$ cat config.mk
export PLATFORM = sky130hd
export DESIGN_NAME = inference_ctrl_flat
export DESIGN_NICKNAME = d
export VERILOG_FILES = /design/src/rtl/inference_ctrl_if.sv /design/src/rtl/inference_ctrl.sv /design/src/flat_wrapper.sv
export SDC_FILE = /design/constraint.sdc
export NUM_CORES = 1
export LEC_CHECK = 0
export CAP_MARGIN = 20
export CORE_MARGIN = 4
export CORE_UTILIZATION = 45
export CTS_CLUSTER_DIAMETER = 40
export DETAILED_ROUTE_END_ITERATION = 10
export GPL_ROUTABILITY_DRIVEN = 1
export PLACE_DENSITY_LB_ADDON = 0.08
export SLEW_MARGIN = 20
export SYNTH_ARGS = -nofsm -noshare
export SYNTH_HDL_FRONTEND = slang
export SYNTH_SLANG_ARGS = --single-unit
$ cat constraint.sdc
create_clock -name clk -period 3.45 [get_ports clk]
set_input_delay 0.69 -clock clk [delete_from_list [all_inputs] [get_ports clk]]
set_output_delay 0.69 -clock clk [all_outputs]
set_load 0.005 [all_outputs]
$ cat src/rtl/inference_ctrl_if.sv
// Handshake bundle between inference_ctrl and its receivers, CNN core, score RAM and byte transmitter.
interface inference_ctrl_if;
    logic        weight_rx_ready;
    logic        image_rx_ready;
    logic [7:0]  cmd_rx_data;
    logic        cmd_rx_ready;
    logic        cnn_start;
    logic        cnn_done;
    logic [3:0]  predicted_digit;
    logic [3:0]  score_addr;
    logic [31:0] score_data;
    logic [7:0]  tx_data;
    logic        tx_start;
    logic        tx_busy;
    logic        weights_loaded;
    logic        overrun;

    modport slave (
        input  weight_rx_ready, image_rx_ready, cmd_rx_data, cmd_rx_ready,
        input  cnn_done, predicted_digit, score_data, tx_busy,
        output cnn_start, score_addr, tx_data, tx_start, weights_loaded, overrun
    );

    modport master (
        output weight_rx_ready, image_rx_ready, cmd_rx_data, cmd_rx_ready,
        output cnn_done, predicted_digit, score_data, tx_busy,
        input  cnn_start, score_addr, tx_data, tx_start, weights_loaded, overrun
    );
endinterface

$ cat src/rtl/inference_ctrl.sv
// Sequencer for weight load, image load, CNN launch and result readout over a byte transmitter.
// Define INF_AUTO_SEND_EN to transmit the predicted digit automatically when inference completes.
module inference_ctrl #(
    parameter int WEIGHT_BEATS = 12985,
    parameter int IMAGE_BEATS  = 786,
    parameter int NUM_CLASSES  = 10
) (
    input  logic             clk,
    input  logic             rst,
    inference_ctrl_if.slave  bus
);

    localparam logic [15:0] LP_WEIGHT_BEATS = 16'(WEIGHT_BEATS);
    localparam logic [15:0] LP_IMAGE_BEATS  = 16'(IMAGE_BEATS);
    localparam logic [15:0] LP_SCORE_BYTES  = 16'(NUM_CLASSES * 4);
    localparam logic [7:0]  CMD_DIGIT       = 8'hCC;
    localparam logic [7:0]  CMD_SCORES      = 8'hCD;

    typedef enum logic [2:0] {LOAD_W, IDLE, LOAD_I, RUN, READY, TX} state_t;
    typedef enum logic [1:0] {PH_FETCH, PH_SEND, PH_HOLD, PH_WAIT} phase_t;

    state_t      r_state;
    phase_t      r_phase;
    logic [15:0] r_weight_cnt;
    logic [15:0] r_image_cnt;
    logic [15:0] r_byte_cnt;
    logic [15:0] r_byte_total;
    logic        r_score_mode;
    logic [3:0]  r_digit;
    logic        r_weights_loaded;
    logic        r_overrun;
    logic        r_cnn_start;
    logic        r_tx_start;
    logic [7:0]  r_tx_data;
    logic [3:0]  r_score_addr;

    logic [15:0] w_weight_next;
    logic [15:0] w_image_next;
    logic [7:0]  w_tx_byte;

    // Beat counters saturate instead of wrapping.
    assign w_weight_next = (r_weight_cnt == 16'hFFFF) ? r_weight_cnt : r_weight_cnt + 16'd1;
    assign w_image_next  = (r_image_cnt  == 16'hFFFF) ? r_image_cnt  : r_image_cnt  + 16'd1;

    assign bus.cnn_start      = r_cnn_start;
    assign bus.tx_start       = r_tx_start;
    assign bus.tx_data        = r_tx_data;
    assign bus.score_addr     = r_score_addr;
    assign bus.weights_loaded = r_weights_loaded;
    assign bus.overrun        = r_overrun;

    // Scores go out little-endian; the RAM word stays valid while score_addr is held.
    always_comb begin
        w_tx_byte = 8'h00;
        if (!r_score_mode) begin
            w_tx_byte = {4'h0, r_digit};
        end else begin
            case (r_byte_cnt[1:0])
                2'd0: w_tx_byte = bus.score_data[7:0];
                2'd1: w_tx_byte = bus.score_data[15:8];
                2'd2: w_tx_byte = bus.score_data[23:16];
                default: w_tx_byte = bus.score_data[31:24];
            endcase
        end
    end

    always_ff @(posedge clk) begin
        if (rst) begin
            r_state          <= LOAD_W;
            r_phase          <= PH_SEND;
            r_weight_cnt     <= 16'd0;
            r_image_cnt      <= 16'd0;
            r_byte_cnt       <= 16'd0;
            r_byte_total     <= 16'd0;
            r_score_mode     <= 1'b0;
            r_digit          <= 4'd0;
            r_weights_loaded <= 1'b0;
            r_overrun        <= 1'b0;
            r_cnn_start      <= 1'b0;
            r_tx_start       <= 1'b0;
            r_tx_data        <= 8'h00;
            r_score_addr     <= 4'd0;
        end else begin
            r_cnn_start <= 1'b0;
            r_tx_start  <= 1'b0;
            if (bus.image_rx_ready && (r_state == RUN || r_state == TX)) begin
                r_overrun <= 1'b1;
            end
            case (r_state)
                LOAD_W: begin
                    if (bus.weight_rx_ready) begin
                        r_weight_cnt <= w_weight_next;
                        if (w_weight_next == LP_WEIGHT_BEATS) begin
                            r_weights_loaded <= 1'b1;
                            r_state          <= IDLE;
                        end
                    end
                end
                IDLE: begin
                    if (bus.image_rx_ready) begin
                        r_image_cnt <= 16'd1;
                        r_state     <= LOAD_I;
                    end
                end
                LOAD_I: begin
                    if (bus.image_rx_ready) begin
                        r_image_cnt <= w_image_next;
                        if (w_image_next == LP_IMAGE_BEATS) begin
                            r_cnn_start <= 1'b1;
                            r_state     <= RUN;
                        end
                    end
                end
                RUN: begin
                    if (bus.cnn_done) begin
                        r_digit <= bus.predicted_digit;
`ifdef INF_AUTO_SEND_EN
                        r_score_mode <= 1'b0;
                        r_byte_cnt   <= 16'd0;
                        r_byte_total <= 16'd1;
                        r_phase      <= PH_SEND;
                        r_state      <= TX;
`else
                        r_state <= READY;
`endif
                    end
                end
                READY: begin
                    if (bus.image_rx_ready) begin
                        r_image_cnt <= 16'd1;
                        r_state     <= LOAD_I;
                    end else if (bus.cmd_rx_ready && bus.cmd_rx_data == CMD_DIGIT) begin
                        r_score_mode <= 1'b0;
                        r_byte_cnt   <= 16'd0;
                        r_byte_total <= 16'd1;
                        r_phase      <= PH_SEND;
                        r_state      <= TX;
                    end else if (bus.cmd_rx_ready && bus.cmd_rx_data == CMD_SCORES) begin
                        r_score_mode <= 1'b1;
                        r_byte_cnt   <= 16'd0;
                        r_byte_total <= LP_SCORE_BYTES;
                        r_score_addr <= 4'd0;
                        r_phase      <= PH_FETCH;
                        r_state      <= TX;
                    end
                end
                TX: begin
                    // PH_HOLD skips the cycle where the transmitter has not yet raised busy.
                    case (r_phase)
                        PH_FETCH: r_phase <= PH_SEND;
                        PH_SEND: begin
                            if (!bus.tx_busy) begin
                                r_tx_start <= 1'b1;
                                r_tx_data  <= w_tx_byte;
                                r_phase    <= PH_HOLD;
                            end
                        end
                        PH_HOLD: r_phase <= PH_WAIT;
                        default: begin
                            if (!bus.tx_busy) begin
                                if (r_byte_cnt == r_byte_total - 16'd1) begin
                                    r_state <= READY;
                                end else begin
                                    r_byte_cnt <= r_byte_cnt + 16'd1;
                                    if (r_score_mode && r_byte_cnt[1:0] == 2'd3) begin
                                        r_score_addr <= r_score_addr + 4'd1;
                                        r_phase      <= PH_FETCH;
                                    end else begin
                                        r_phase <= PH_SEND;
                                    end
                                end
                            end
                        end
                    endcase
                end
                default: r_state <= LOAD_W;
            endcase
        end
    end

endmodule

$ cat src/flat_wrapper.sv
// flat-port wrapper written by rule: the top's interface ports become plain ports
module inference_ctrl_flat 
#(
    parameter int WEIGHT_BEATS = 12985,
    parameter int IMAGE_BEATS  = 786,
    parameter int NUM_CLASSES  = 10
)
  (clk, rst, bus_weight_rx_ready, bus_image_rx_ready, bus_cmd_rx_data, bus_cmd_rx_ready, bus_cnn_done, bus_predicted_digit, bus_score_data, bus_tx_busy, bus_cnn_start, bus_score_addr, bus_tx_data, bus_tx_start, bus_weights_loaded, bus_overrun);
  inference_ctrl_if bus_i ();
  input  logic clk;
  input  logic rst;
  input wire logic [$bits(bus_i.weight_rx_ready)-1:0] bus_weight_rx_ready;
  input wire logic [$bits(bus_i.image_rx_ready)-1:0] bus_image_rx_ready;
  input wire logic [$bits(bus_i.cmd_rx_data)-1:0] bus_cmd_rx_data;
  input wire logic [$bits(bus_i.cmd_rx_ready)-1:0] bus_cmd_rx_ready;
  input wire logic [$bits(bus_i.cnn_done)-1:0] bus_cnn_done;
  input wire logic [$bits(bus_i.predicted_digit)-1:0] bus_predicted_digit;
  input wire logic [$bits(bus_i.score_data)-1:0] bus_score_data;
  input wire logic [$bits(bus_i.tx_busy)-1:0] bus_tx_busy;
  output wire logic [$bits(bus_i.cnn_start)-1:0] bus_cnn_start;
  output wire logic [$bits(bus_i.score_addr)-1:0] bus_score_addr;
  output wire logic [$bits(bus_i.tx_data)-1:0] bus_tx_data;
  output wire logic [$bits(bus_i.tx_start)-1:0] bus_tx_start;
  output wire logic [$bits(bus_i.weights_loaded)-1:0] bus_weights_loaded;
  output wire logic [$bits(bus_i.overrun)-1:0] bus_overrun;
  assign bus_i.weight_rx_ready = bus_weight_rx_ready;
  assign bus_i.image_rx_ready = bus_image_rx_ready;
  assign bus_i.cmd_rx_data = bus_cmd_rx_data;
  assign bus_i.cmd_rx_ready = bus_cmd_rx_ready;
  assign bus_i.cnn_done = bus_cnn_done;
  assign bus_i.predicted_digit = bus_predicted_digit;
  assign bus_i.score_data = bus_score_data;
  assign bus_i.tx_busy = bus_tx_busy;
  assign bus_cnn_start = bus_i.cnn_start;
  assign bus_score_addr = bus_i.score_addr;
  assign bus_tx_data = bus_i.tx_data;
  assign bus_tx_start = bus_i.tx_start;
  assign bus_weights_loaded = bus_i.weights_loaded;
  assign bus_overrun = bus_i.overrun;
  inference_ctrl #(.WEIGHT_BEATS(WEIGHT_BEATS), .IMAGE_BEATS(IMAGE_BEATS), .NUM_CLASSES(NUM_CLASSES)) u_core (.clk(clk), .rst(rst), .bus(bus_i));
endmodule
==> flow_metrics.py, run 1 <==
metrics = {
    "worst_hold_path": {
        "whs_path_depth": 2,
        "min_from": "u_core.bus.weights_loaded",
        "worstHoldEndpoint": "u_core.bus.weights_loaded",
        "hold_class": "reg2reg",
    },
    "worst_setup_path": {
        "crit_arrival_ps": 3010,
        "reg2reg_from": "u_core.r_image_cnt[1]",
        "required_ps": 3690,
        "critical_path.cell_chain": "ha_1 -> nand4_1 -> or4_1 -> buf_4 -> a31oi_1 -> a311oi_1 -> a21o_1 -> a31oi_1 -> o32ai_1",
        "path_common_cell": "a31oi_1",
        "rr_worst_depth": 9,
        "critPathSlowestCell": "or4_1",
        "slowest_delay_ps": 640,
        "cp_top_family": "simple AND/OR/NAND/NOR gates",
        "ff2ff_setup_slack_ps": 680,
        "path_class": "reg2reg",
        "worst_r2r_endpoint": "u_core.r_state[0]",
        "crit_fanout": 14,
        "cp_num_buf_inv": 1,
        "worstSetupEndpointType": "register",
        "startpoint_type": "register",
    },
    "timing": {
        "maxSlewHeadroom_pct": 51.1,
        "rsz0062_at_grt": "no",
        "skew_ps": 7.13,
        "timing.final.max_slew_violations": 0,
        "fmax_mhz": 361,
        "fin_ws_ps": 677,
        "fin_setup_tns_ps": 0,
        "post-route-period-util_pct": 80.4,
        "tightest_slew_ps": 734,
        "setup-violations-final": 0,
        "fin_crit_ps": 2770,
        "finalHoldViolations": 0,
    },
    "placed_design": {
        "port_buffers": 66,
        "pre_cts_ws_ps": 654,
        "dp_hpwl_mm": 8.17,
        "gp_congestion": 0.863,
        "placed_cell_area_um2": 5210,
    },
    "global_route": {
        "grt_usage_pct": 19.8,
        "overflow": 0,
        "grt_max_degree": 39,
        "grt_pass1_wl_mm": 18.7,
        "antenna_found_initial": 0,
        "grt_pass1_vias": 3969,
    },
    "clock_tree": {
        "cts_made_buffers": 9,
        "cts_tree": "yes",
        "insertion_delay_ps": 360,
        "cts_hold_buffers": 0,
        "clock-root-buffer": "clkbuf_8",
        "clk_pin_slew_worst_paths_ps": 70,
        "htree_levels": 3,
        "post_cts_resize_count": 0,
        "numClockSinks": 75,
        "cts_buffer_depth": 2,
        "cts_setup_buffers": 0,
    },
    "drt": {
        "routed-via-count": 4318,
        "dr.pass1.iters": 7,
        "drc": 0,
        "drtIter0Drc": 255,
        "wire_per_inst_um": 14.7,
        "drt_wl_total_mm": 11.3,
        "viasPerCell": 5.65,
        "detail-route-antenna-nets": 0,
    },
    "synthesis": {
        "synth_edf_count": 0,
        "synth_top_cell_by_area": "dfxtp_1",
        "async_flop_share_pct": 0,
        "synth_compound_area_share_pct": 19.9,
        "synth-xor-area-share_pct": 7.26,
        "netlist_area_um2": 4460,
        "synth.most_common_cell": "nor2_1",
        "muxShareOfSynthArea_pct": 2.02,
        "synth-warning-count": 0,
        "yosysTopAreaCellShare_pct": 33.6,
        "synth_ff_type": "dfxtp_1",
        "ys_seq_area_share_pct": 33.6,
        "synthSimpleGateAreaFrac_pct": 29.2,
        "avgSynthCellArea_um2": 7.76,
        "synth_common_cells": "nor2_1, dfxtp_1, nand2_1, o21ai_0, nand3_1",
        "synth_cell_type_count": 63,
        "synth_top_family_by_area": "simple AND/OR/NAND/NOR gates",
        "ys_top_cells_by_area": "dfxtp_1, nor2_1, xnor2_1",
        "synthAdderAreaFrac_pct": 3.64,
        "syn-num-nets": 639,
        "syn_inst": 575,
        "ys_ff_latch": 75,
    },
    "flow_run": {
        "cap_viol_max_count": 0,
    },
    "final_layout": {
        "fin_nets": 690,
        "antenna_cells": 0,
        "fill_cells": 919,
        "fin_area_um2": 5370,
        "drive_above_1_share_pct": 5.86,
        "syn2layout_area_growth_pct": 20.3,
    },
    "power": {
        "leakagePower_nw": 1.76,
        "ir_drop_v": 0.000309,
        "p_per_area_nw_per_um2": 312,
    },
    "floorplanning": {
        "die_y_um": 108,
        "core_um2": 9730,
        "pin_count": 67,
        "initial_core_util_pct": 45.9,
        "fp-row-count": 36,
        "die-area_um2": 11600,
        "die_w_um": 108,
    },
    "run_status": {
        "status": "finished clean",
    },
}
-- power breakdown --
part | internal (mW) | leakage (nW) | switching [mW]
combinational | 0.101 | 1.07 | 0.0995
clock | 0.257 | 0.0791 | 0.319
sequential | 0.876 | 0.604 | 0.0223
-- cell usage in the layout, fill, tap and decap left out, types with 9 or more instances in the layout --
| cell | count |
|---|---|
| nor2_1 | 88 |
| dfxtp_1 | 75 |
| clkdlybuf4s50_1 | 65 |
| nand2_1 | 46 |
| o21ai_0 | 34 |
| nand3_1 | 31 |
| xnor2_1 | 28 |
| nor3_1 | 26 |
| a21oi_1 | 26 |
| inv_1 | 15 |
| nand4_1 | 15 |
| a31oi_1 | 13 |
| ha_1 | 13 |
| mux2i_1 | 9 |
| xor2_1 | 9 |
| clkbuf_8 | 9 |
-- logic make-up after synthesis --
group	count (synthesis)
DFF	75
muxes	9
and+or+nand+nor	262
adders and majority gates	13
AOI/OAI and AO/OA	130
buffers and inverters	49
xor gates and xnor gates	37
-- metal layers --
metal,vias to the layer above,global-route usage (%),routed length [um]
li1,2191,-,-
met1,2014,26.1,5190
met2,99,30.9,5270
met3,14,6.48,638
met4,0,5.77,165
met5,-,0,0
-- area by class of cell --
cell class / instances / area (um^2) / area share (%)
Sequential cell: 75 / 1500 / 28.0
Inverter: 15 / 56.3 / 1.05
Multi-Input combinational cell: 451 / 2770 / 51.5
Timing Repair Buffer: 74 / 716 / 13.3
Clock buffer: 11 / 131 / 2.45
Clock inverter: 5 / 30.0 / 0.559
Tap cell: 133 / 166 / 3.10
-- tightest hold or removal path, delay by kind of cell (launching register included) --
family | cells | cell delay [ps]
flops | 1 | 330
simple gates | 1 | 70
compound gates | 1 | 50
-- worst max path at each step --
| stage | from | to | slack [ps] | cells past startpoint |
|---|---|---|---|---|
| 2_1_floorplan | u_core.r_byte_total[3] | u_core.r_byte_cnt[9] | 910 | 10 |
| 3_3_place_gp | bus_image_rx_ready | u_core.r_image_cnt[7] | 710 | 6 |
| 3_5_place_dp | bus_image_rx_ready | u_core.bus.score_addr[1] | 650 | 7 |
| 4_1_cts | u_core.r_image_cnt[1] | u_core.r_state[0] | 690 | 9 |
| 5_1_grt | u_core.r_image_cnt[1] | u_core.r_state[0] | 470 | 9 |
| 6_report | u_core.r_image_cnt[1] | u_core.r_state[0] | 680 | 9 |
-- through the flow --
step	total power, mW	utilization [%]	hold WS [ps]	std cells
after floorplan	1.02	-	461	575
after global placement	1.11	53.5	468	748
after detailed placement	1.12	53.5	461	748
after CTS	1.71	55.2	484	764
after global routing	1.77	55.2	538	764
final	1.68	55.2	479	764
-- state kept, by name, summed over array words and instances (netlist names) --
register and flops:
u_core.r_image_cnt 16, u_core.r_byte_total 2, u_core.r_byte_cnt 16, u_core.bus.weights_loaded 1, u_core.bus.cnn_start 1, u_core.r_state 3, u_core.r_weight_cnt 16, u_core.bus.score_addr 4
u_core.bus.tx_start 1, u_core.bus.overrun 1, u_core.r_phase 2, u_core.bus.tx_data 8, u_core.r_digit 4
Power figures use the tool's default switching activity.
==> inputs of run 2 (changes only) <==
clock period = 2.26 ns   (was 3.45 ns; I/O delays follow)
==> flow_metrics.py, run 2 (synthesized netlist as in run 1, its figures left out) <==
metrics = {
    "placed_design": {
        "port_buffers": 66,
        "dp_hpwl_mm": 8.76,
        "gp_congestion": 0.847,
        "pre_cts_ws_ps": -208,
    },
    "run_status": {
        "status": "finished clean",
    },
    "clock_tree": {
        "cts_tree": "yes",
        "htree_levels": 3,
        "numClockSinks": 75,
        "cts_made_buffers": 9,
        "insertion_delay_ps": 370,
        "cts_hold_buffers": 0,
        "clock-root-buffer": "clkbuf_8",
        "cts_buffer_depth": 2,
        "clk_pin_slew_worst_paths_ps": 80,
    },
    "timing": {
        "fin_ws_ps": 14.3,
        "fmax_mhz": 445,
        "skew_ps": 6.75,
        "fin_crit_ps": 2250,
        "timing.final.max_slew_violations": 0,
        "setup-violations-final": 0,
        "tightest_slew_ps": 558,
        "rsz0062_at_grt": "yes",
        "post-route-period-util_pct": 99.4,
        "whs_ps": 466,
        "maxSlewHeadroom_pct": 62.8,
        "fin_setup_tns_ps": 0,
        "finalHoldViolations": 0,
    },
    "final_layout": {
        "top_regs": "u_core.r_byte_cnt (16), u_core.r_image_cnt (16), u_core.r_weight_cnt (16)",
        "fin_nets": 753,
        "syn2layout_area_growth_pct": 35.5,
        "drive_above_1_share_pct": 17.6,
        "final_common_cell": "nor2_1",
        "antenna_cells": 0,
        "final_cell_mix": "nor2_1, dfxtp_1, clkdlybuf4s50_1, buf_4, nand2_1",
    },
    "global_route": {
        "grt_pass1_wl_mm": 19.9,
        "antenna_found_initial": 0,
        "overflow": 0,
        "grt_usage_pct": 20.9,
        "grt_max_degree": 24,
        "grt_pass1_vias": 4233,
    },
    "floorplanning": {
        "die_w_um": 108,
        "pin_count": 67,
        "die_y_um": 108,
        "fp-row-count": 36,
        "core_um2": 9730,
        "initial_core_util_pct": 45.9,
        "die-area_um2": 11600,
    },
    "power": {
        "sw_frac_of_total_pct": 25.0,
        "p_sw_mw": 0.718,
        "power_frac_comb_pct": 11.7,
        "ir_drop_v": 0.000291,
        "seqPwrFrac_pct": 47.5,
        "p_int_mw": 2.15,
        "leakagePower_nw": 2.13,
        "clkPwrFrac_pct": 40.8,
        "total_power_mw": 2.87,
        "p_per_area_nw_per_um2": 475,
    },
    "worst_setup_path": {
        "worstSetupEndpointType": "register",
        "critPathSlowestCell": "or4_4",
        "path_class": "reg2reg",
        "startpoint_type": "register",
        "crit_arrival_ps": 2510,
        "crit_fanout": 4,
        "slowest_delay_ps": 430,
        "critical_path.cell_chain": "inv_2 -> ha_4 -> or4_4 -> a211oi_4 -> o221ai_4 -> o21ai_4 -> buf_6 -> nor4_2 -> xnor2_1 -> nor2_1",
        "required_ps": 2530,
    },
    "drt": {
        "drc": 0,
        "detail-route-antenna-nets": 0,
        "drt_wl_total_mm": 11.9,
        "wire_per_inst_um": 14.5,
        "routed-via-count": 4536,
        "dr.pass1.iters": 5,
        "viasPerCell": 5.49,
        "drtIter0Drc": 285,
    },
    "worst_hold_path": {
        "hold_class": "in2reg",
    },
    "flow_run": {
        "cap_viol_max_count": 0,
    },
}
## run 2: repair_timing
item / CTS / global route
resized for setup: 1 / 30
pin swaps: 1 / 16
hold endpoints to repair: 0 / 0
endpoints found under the setup margin: 3 / 22
setup buffers: 2 / 2
## run 2: worst max-delay path, delay by kind of cell (launching register included)
family          cells  cell delay, ps
compound gates      3             750
simple gates        3             520
flops               1             340
buf+inv             2             200
xor+xnor            1             170
fa+ha+maj           1             150
## run 2: power by group through the flow
stage	logic [mW]	clock network (mW)	registers [mW]
2_1_floorplan	0.183	0	1.38
3_5_place_dp	0.336	0	1.40
3_3_place_gp	0.331	0	1.39
6_report	0.335	1.17	1.36
4_1_cts	0.336	1.21	1.36
5_1_grt	0.371	1.25	1.37
## run 2: per-stage QoR
stage / cells / util (%) / cell area [um^2]
2_1_floorplan: 575 / - / 4490
3_3_place_gp: 807 / 58.2 / 5660
3_5_place_dp: 807 / 58.2 / 5660
4_1_cts: 824 / 60.6 / 5900
5_1_grt: 826 / 62.2 / 6050
6_report: 826 / 62.2 / 6050
## run 2: final timing paths
kind | end | slack, ps | cells after the start | start
worst max-delay path | u_core.r_byte_cnt[11] | 10 | 10 | u_core.r_byte_total[0]
worst min-delay path | u_core.r_image_cnt[5] | 470 | 2 | rst
worst max register to register | u_core.r_byte_cnt[11] | 10 | 10 | u_core.r_byte_total[0]
worst min register to register | u_core.bus.weights_loaded | 480 | 2 | u_core.bus.weights_loaded
## run 2: metal layers
layer	GRT usage, %	share of wire [%]	up-vias
li1	-	-	2313
met5	0	0	-
met1	27.9	47	2095
met3	4.62	5.3	14
met4	6.49	1.3	0
met2	33.7	47	114
## run 2: final cells by class
type	instances	area, um^2
Clock buffer	10	138
Timing Repair Buffer	137	1210
Multi-Input combinational cell	451	2890
Fill cell	905	3680
Sequential cell	75	1500
Clock inverter	5	77.6
Tap cell	133	166
Inverter	15	56.3
==> inputs of run 3 (changes only) <==
clock period = 2.5 ns   (was 2.26 ns; I/O delays follow)
==> flow_metrics.py, run 3 (synthesized netlist as in run 1, its figures left out) <==
metrics = {
    "flow_run": {
        "cap_viol_max_count": 0,
    },
    "final_layout": {
        "antenna_cells": 0,
        "fin_nets": 722,
        "fill_cells": 960,
        "fin_cells": 796,
        "syn2layout_area_growth_pct": 26.1,
        "fin_area_um2": 5630,
        "seq_area_um2": 1500,
        "top_regs": "u_core.r_byte_cnt (16), u_core.r_image_cnt (16), u_core.r_weight_cnt (16)",
        "multiInputGateArea_um2": 2780,
        "drive_above_1_share_pct": 10.4,
        "final_common_cell": "nor2_1",
        "final_cell_mix": "nor2_1, dfxtp_1, clkdlybuf4s50_1, nand2_1, buf_4",
    },
    "drt": {
        "detail-route-antenna-nets": 0,
        "drtIter0Drc": 262,
        "routed-via-count": 4473,
        "wire_per_inst_um": 14.6,
        "drc": 0,
        "dr.pass1.iters": 4,
        "viasPerCell": 5.62,
        "drt_wl_total_mm": 11.6,
    },
    "worst_setup_path": {
        "slowest_delay_ps": 420,
        "worstSetupEndpointType": "register",
        "crit_fanout": 6,
        "critPathSlowestCell": "or4_1",
        "required_ps": 2740,
        "crit_arrival_ps": 2600,
        "path_class": "reg2reg",
        "startpoint_type": "register",
        "critical_path.cell_chain": "inv_1 -> ha_1 -> or4_1 -> a211oi_2 -> o221ai_2 -> o21ai_1 -> nor2_1 -> a211o_1",
    },
    "timing": {
        "fmax_mhz": 424,
        "whs_ps": 480,
        "timing.final.max_slew_violations": 0,
        "tightest_slew_ps": 565,
        "maxSlewHeadroom_pct": 62.3,
        "skew_ps": 14.4,
        "finalHoldViolations": 0,
        "post-route-period-util_pct": 94.4,
        "fin_crit_ps": 2360,
        "rsz0062_at_grt": "yes",
        "setup-violations-final": 0,
    },
    "global_route": {
        "grt_use_met3_pct": 4.38,
        "grt_pass1_wl_mm": 19.5,
        "antenna_found_initial": 0,
        "gr-usage-met2_pct": 33.0,
        "grt_max_degree": 26,
        "busiest_layer": "met2",
        "grt_use_met1_pct": 27.6,
        "overflow": 0,
        "grt_pass1_vias": 4138,
        "grt_usage_pct": 20.5,
    },
    "power": {
        "seqPwrFrac_pct": 52.4,
        "power_frac_comb_pct": 11.9,
        "total_power_mw": 2.37,
        "p_sw_mw": 0.625,
        "clkPwrFrac_pct": 35.7,
        "leakagePower_nw": 1.92,
        "p_int_mw": 1.74,
        "ir_drop_v": 0.000217,
        "sw_frac_of_total_pct": 26.4,
        "p_per_area_nw_per_um2": 421,
    },
    "clock_tree": {
        "numClockSinks": 75,
        "cts_made_buffers": 9,
        "insertion_delay_ps": 360,
        "clock-root-buffer": "clkbuf_8",
        "htree_levels": 3,
        "cts_tree": "yes",
        "cts_buffer_depth": 2,
        "clk_pin_slew_worst_paths_ps": 80,
    },
    "placed_design": {
        "port_buffers": 66,
        "dp_hpwl_mm": 8.75,
        "gp_congestion": 0.867,
        "place_inst": 778,
        "placed_cell_area_um2": 5430,
    },
    "floorplanning": {
        "die_w_um": 108,
        "initial_core_util_pct": 45.9,
        "core_um2": 9730,
        "die-area_um2": 11600,
        "die_y_um": 108,
        "pin_count": 67,
        "fp-row-count": 36,
    },
    "worst_hold_path": {
        "hold_class": "in2reg",
    },
    "run_status": {
        "status": "finished clean",
    },
}
## run 3: through the flow
step,setup WS [ps],TNS (ps),utilization (%)
after floorplan,94.6,0,-
after global placement,115,0,55.8
after detailed placement,59.1,0,55.8
after CTS,92.5,0,57.6
after global routing,-31.4,-74.4,57.9
final,140,0,57.9
## run 3: area by class of cell
cell class / count / share of cell area [%]
Multi-Input combinational cell: 451 / 49.3
Sequential cell: 75 / 26.7
Timing Repair Buffer: 106 / 17.0
Tap cell: 133 / 2.96
Clock buffer: 12 / 2.58
Inverter: 15 / 1.00
Clock inverter: 4 / 0.467
## run 3: layer usage
metal / vias up / wire, um
met5: - / 0
met4: 0 / 132
met3: 12 / 484
met2: 77 / 5570
met1: 2131 / 5430
li1: 2253 / -
## run 3: path summary, 6_finish.rpt
path	start	end	slack, ps	cells past startpoint
hold reg to reg	u_core.bus.weights_loaded	u_core.bus.weights_loaded	490	2
hold / removal	rst	u_core.r_image_cnt[4]	480	2
setup reg to reg	u_core.r_byte_total[3]	u_core.r_phase[0]	140	8
setup / recovery	u_core.r_byte_total[3]	u_core.r_phase[0]	140	8
## run 3: what timing repair did
item	CTS	global route
setup buffers	0	2
gates resized for setup	0	1
endpoints found under the setup margin	0	6
hold buffers	0	0
## run 3: power by group through the flow
stage / Clock, mW / Combinational (mW) / Sequential, mW
final: 0.844 / 0.283 / 1.24
after global routing: 0.922 / 0.314 / 1.24
after CTS: 0.877 / 0.284 / 1.24
after detailed placement: 0 / 0.283 / 1.27
after global placement: 0 / 0.282 / 1.27
after floorplan: 0 / 0.166 / 1.25
## run 3: worst max-delay path: cells and delay by family, from the launching register on
family          cells  cell delay [ps]
compound gates      4             1110
simple gates        2              510
flops               1              330
fa+ha+maj           1              220
buf+inv             1               80
